**config.mk**
```make
export PLATFORM = sky130hd
export DESIGN_NAME = m_dmem
export DESIGN_NICKNAME = d
export VERILOG_FILES = /design/src/rtl/m_dmem.sv
export SDC_FILE = /design/constraint.sdc
export NUM_CORES = 2
export LEC_CHECK = 0
export ABC_AREA = 1
export CORE_MARGIN = 10
export CORE_UTILIZATION = 45
export CTS_CLUSTER_DIAMETER = 60
export DETAILED_ROUTE_END_ITERATION = 10
export GPL_ROUTABILITY_DRIVEN = 0
export HOLD_SLACK_MARGIN = 0.08
export SYNTH_ARGS = -nofsm -noshare
export SYNTH_HDL_FRONTEND = slang
export SYNTH_SLANG_ARGS = --single-unit
```
**constraint.sdc**
```tcl
create_clock -name w_clk -period 4.4 [get_ports w_clk]
set_input_delay 0.44 -clock w_clk [delete_from_list [all_inputs] [get_ports w_clk]]
set_output_delay 0.44 -clock w_clk [all_outputs]
set_load 0.01 [all_outputs]
```
**src/rtl/m_dmem.sv**
```systemverilog
// m_dmem: 32-bit data memory with request/response handshake, configurable latency, and optional misalignment errors when DMEM_MISALIGN_ERR_EN is defined
module m_dmem #(
    parameter int DEPTH_LOG2 = 6,
    parameter int LATENCY    = 1
) (
    input  logic        w_clk,
    input  logic        w_rst_n,
    input  logic        w_req_valid,
    output logic        w_req_ready,
    input  logic        w_req_we,
    input  logic [31:0] w_req_addr,
    input  logic [1:0]  w_req_size,
    input  logic        w_req_unsigned,
    input  logic [31:0] w_req_wdata,
    output logic        w_rsp_valid,
    input  logic        w_rsp_ready,
    output logic [31:0] w_rsp_rdata,
    output logic        w_rsp_err
);
    typedef enum logic [1:0] {IDLE, WAIT, RESP} state_t;
    state_t state, state_nxt;
    logic [3:0] cnt;
    logic op_we, op_uns, mis, access, is_byte, is_half;
    logic [DEPTH_LOG2+1:0] op_addr;
    logic [1:0] op_size;
    logic [31:0] op_wdata, word, shifted, ld, mask, wd, nw;
    logic [15:0] half;
    logic [DEPTH_LOG2-1:0] idx;
    logic [31:0] mem [2**DEPTH_LOG2] = '{default: '0};
    logic addr_unused;
    assign addr_unused = ^w_req_addr[31:DEPTH_LOG2+2];
    assign w_req_ready = state == IDLE;
    assign w_rsp_valid = state == RESP;
    assign access = state == WAIT && cnt == 4'd0;
    assign idx = op_addr[DEPTH_LOG2+1:2];
    assign word = mem[idx];
    assign is_byte = op_size == 2'b00;
    assign is_half = op_size == 2'b01;
`ifdef DMEM_MISALIGN_ERR_EN
    assign mis = (is_half && op_addr[0]) || (op_size[1] && op_addr[1:0] != 2'b00);
`else
    assign mis = 1'b0;
`endif
    // Without error checking, the low offset bits of halves and words are simply ignored
    assign shifted = word >> {op_addr[1:0], 3'b000};
    assign half = op_addr[1] ? word[31:16] : word[15:0];
    assign ld = is_byte ? {{24{~op_uns & shifted[7]}}, shifted[7:0]} :
                is_half ? {{16{~op_uns & half[15]}}, half} : word;
    assign mask = is_byte ? 32'hFF << {op_addr[1:0], 3'b000} :
                  is_half ? (op_addr[1] ? 32'hFFFF_0000 : 32'h0000_FFFF) : 32'hFFFF_FFFF;
    assign wd = is_byte ? {4{op_wdata[7:0]}} : is_half ? {2{op_wdata[15:0]}} : op_wdata;
    assign nw = (word & ~mask) | (wd & mask);
    always_ff @(posedge w_clk)
        if (access && op_we && !mis) mem[idx] <= nw;
    always_ff @(posedge w_clk or negedge w_rst_n)
        if (!w_rst_n) state <= IDLE;
        else state <= state_nxt;
    always_comb begin
        state_nxt = state;
        case (state)
            IDLE: state_nxt = w_req_valid ? WAIT : IDLE;
            WAIT: state_nxt = cnt == 4'd0 ? RESP : WAIT;
            RESP: state_nxt = w_rsp_ready ? IDLE : RESP;
            default: state_nxt = IDLE;
        endcase
    end
    always_ff @(posedge w_clk or negedge w_rst_n)
        if (!w_rst_n) begin
            cnt <= 4'd0;
            w_rsp_rdata <= 32'd0;
            w_rsp_err <= 1'b0;
            op_we <= 1'b0;
            op_uns <= 1'b0;
            op_addr <= '0;
            op_size <= 2'b00;
            op_wdata <= 32'd0;
        end else begin
            if (state == IDLE && w_req_valid) begin
                cnt <= 4'(LATENCY);
                op_we <= w_req_we;
                op_uns <= w_req_unsigned;
                op_addr <= w_req_addr[DEPTH_LOG2+1:0];
                op_size <= w_req_size;
                op_wdata <= w_req_wdata;
            end else if (state == WAIT && cnt != 4'd0) begin
                cnt <= cnt - 4'd1;
            end
            if (access) begin
                w_rsp_rdata <= (op_we || mis) ? 32'd0 : ld;
                w_rsp_err <= mis;
            end
        end
endmodule

```
==> results.txt <==
Min-Delay Startpoint = w_req_wdata[17]
CP startpoint kind = register
crit path max-delay cell type = dfrtp_4
pin count of the biggest net entering global routing = 190
slew margin rel. = 12.8%
flops & latches, synth = 2,130
Util after Layout = 52.4%
Crit Path Category = reg2reg
Worst Path Arrival = 4630 ps
Port Buf Inserts = 81
worst endpoint required time = 4950 ps
drt drc = 0
Hold Path Depth = 3
die width = 456 um
Tmin final = 4080 ps
count leader, synth = nand2_1
CP most frequent cell = nand2_1
Power per Cell Area = 777 nW/um^2
multi-input logic area = 20,100 um^2
Mapped Cells = 7,375
biggest cell delay along the critical path = 740 ps
Critical Path Start = op_addr[4]$_DFFE_PN0P_
CP cell instances = inv_4 -> nand2_1 -> nor2_4 -> buf_12 -> nand2_1 -> nand4_1 -> o21ai_0 -> nand2_1 -> nor2_1 -> nand2_1 -> nand2_1 -> o21ai_4 -> buf_12
CP bufs+invs = 3
Hold Vio Cnt, Final = 0
Max Clock Freq = 245 MHz
Rows = 159
Synthesis Warnings = 0
share of post-route cells with drive strength above 1 = 9.09%
Filler cells = 15,900
Post-DRT Antenna Nets = 0
number of synthesized flops with an enable pin = 2,048
RSZ-0062 raised after global routing = no
post-placement cell area = 91,800 um^2
sequential area share after synthesis = 74.3%
first-pass GRT wire length = 367 mm
grt total ovfl = 0
Max Buffers Root-to-Sink = 3
via/cell ratio = 5.51
Clock Skew = 40.1 ps
Post-CTS Setup Inserts = 0
P&R area growth vs syn = 15.4%
period utilisation layout = 92.7%
vias in the first global route = 53,100
H-tree Lvls = 4
Post-Layout Cell Count = 10,200
Synth async-reset ratio = 3.85%
DRT Pass-1 Iters = 5
nets@finish = 7,630
placed cells = 9,821
DP Wirelength = 144 mm
status = finished, final reports clean
Most used DFF post-synth = edfxtp_1
Synth area leader = edfxtp_1
Initial Util = 45.4%
total power draw = 0.0767 W
CTS Root Cell = clkbuf_16
syn_nets = 7,449
R2R setup slack = 320 ps
Reg area = 63,600 um^2
Die ar. = 208,000 um^2
CTS tree = yes
Max Cap Viol = 0
synthesized area per cell = 11.6 um^2
Reg clk slew, reported paths = 60 ps
Die Ht = 456 um
max-slew violations = 0
Setup-failing EPs final = 0
Crit. End Element = register
min-delay worst type = in2reg
post-route design area = 98,700 um^2
worst-path fanout max = 54
Worst Hold End = op_wdata[17]$_DFFE_PN0P_
Total GRT Usage = 23.7%
Max IR drop VDD = 822 uV
Yosys cell types = 38
Worst R2R Start = op_addr[4]$_DFFE_PN0P_
Crit path depth = 13
I/O pins = 107
Top delay family on crit path = simple AND/OR/NAND/NOR gates
largest cells by area after synthesis = edfxtp_1 (72%), nand2_1 (14%), dfrtp_1 (2.4%)
antenna violations before repair = 14
vias after detailed routing = 56,400
Lkg Pwr = 36.9 nW
R2R Path End = mem[42][10]$_DFFE_PP_
Core Box Area = 188,000 um^2
Worst R2R Path Depth = 13
Netlist Area Pre-Place = 85,600 um^2
hold slack = 129 ps
clk_lat worst skew = 880 ps
Worst Tran Pin Value = 1310 ps
Routed wire per std cell = 24.8 um
synth cell count leaders = nand2_1 (3,189), edfxtp_1 (2,048), a21oi_1 (348)
initial DRC count = 5,662
Yosys top cell area share = 71.9%
Inserted Clock Buffers = 215
clk sinks = 2,130
drt total wl = 254 mm
==> report_power, final <==
group / switching [W] / internal, W / total, W
clock network: 0.00778 / 0.00977 / 0.0176
logic: 0.0220 / 0.00662 / 0.0286
registers: 0.000394 / 0.0301 / 0.0305
==> timing repair <==
action | 4_1_cts | 5_1_grt
hold buffers | 13 | 0
gates resized for setup | 0 | 0
hold endpoints to repair | 60 | 0
==> metal layers <==
metal | vias up | GRT usage, % | routed length, um
met5 | - | 0 | 0
met4 | 0 | 10.0 | 11600
met3 | 493 | 3.91 | 21100
met2 | 2476 | 37.5 | 118000
met1 | 27900 | 32.5 | 104000
li1 | 25500 | - | -
==> cells in the final DEF, fill, tap and decap left out, drive strengths merged <==
cell type      netlist  routed
o211ai               8       8
conb                 1       1
clkinv               2     105
dfrtp               82      82
nand3              112     112
nand2             3190    3190
diode                0       7
a31oi                2       2
a22oi              132     132
a211oi               1       1
nand3b               5       5
o21ai              263     263
edfxtp            2048    2048
mux2i                1       1
or2                 49      49
clkbuf             144     270
inv                318     325
buf                224     239
a21oi              348     348
clkinvlp             0       1
a21o                 1       1
and2                 1       1
ha                   2       2
nor3                 9       9
clkdlybuf4s50        0      80
o22ai                2       2
o31ai                1       1
xor2                 1       1
nor2               280     280
dlygate4sd3          0      13
a221oi               7       7
nand4              141     141
bufinv               0      11
==> layout make-up <==
class,count,share of cell area (%)
clock buffers,270,5.73
clock inverters,122,1.09
flip-flops and latches,2130,64.4
well taps,2495,3.16
inverters,320,1.24
multi-input cells,4557,20.4
diodes,7,0.0177
repair buffers,332,4.01
==> sequential cells by signal (all words and copies together), names as in the netlist <==
| register | count |
|---|---|
| cnt | 4 |
| state | 2 |
| op_size | 2 |
| op_we | 1 |
| op_addr | 8 |
| mem | 2048 |
| op_wdata | 32 |
| op_uns | 1 |
| w_rsp_rdata | 32 |
==> logic make-up (layout without fill, tap and decap cells) <==
| kind of cell | after synthesis | after routing | synth area share [%] |
|---|---|---|---|
| multiplexers | 1 | 1 | 0.0117 |
| XOR/XNOR | 1 | 1 | 0.0102 |
| AND/OR/NAND/NOR | 3787 | 3787 | 17.4 |
| buffers and inverters | 688 | 1044 | 3.32 |
| AO/OA/AOI/OAI | 765 | 765 | 4.93 |
| other | 1 | 8 | 0.00438 |
| adder cells (fa/ha/maj) | 2 | 2 | 0.0292 |
| flip-flops | 2130 | 2130 | 74.3 |
==> metrics by stage <==
step                      TNS [ps]  setup slack (ps)
after global placement           0               579
after detailed placement         0               562
after CTS                        0               525
final                            0               323
after global routing             0               284
after floorplan             -74640              -280
==> how the worst max path moves through the flow <==
| stage | end | slack, ps |
|---|---|---|
| 3_3_place_gp | mem[47][30]$_DFFE_PP_ | 580 |
| 4_1_cts | mem[1][2]$_DFFE_PP_ | 520 |
| 3_5_place_dp | mem[46][2]$_DFFE_PP_ | 560 |
| 2_1_floorplan | mem[0][12]$_DFFE_PP_ | -280 |
| 5_1_grt | w_rsp_rdata[25]$_DFFE_PN0P_ | 280 |
| 6_report | mem[42][10]$_DFFE_PP_ | 320 |
==> worst reg2reg max path: stages (launching register included) <==
cell and delay (ps):
dfrtp_4 740, inv_4 180, nand2_1 270, nor2_4 80, buf_12 210, nand2_1 210, nand4_1 80, o21ai_0 630
nand2_1 230, nor2_1 140, nand2_1 200, nand2_1 180, o21ai_4 240, buf_12 300
Power figures use the tool's default switching activity.
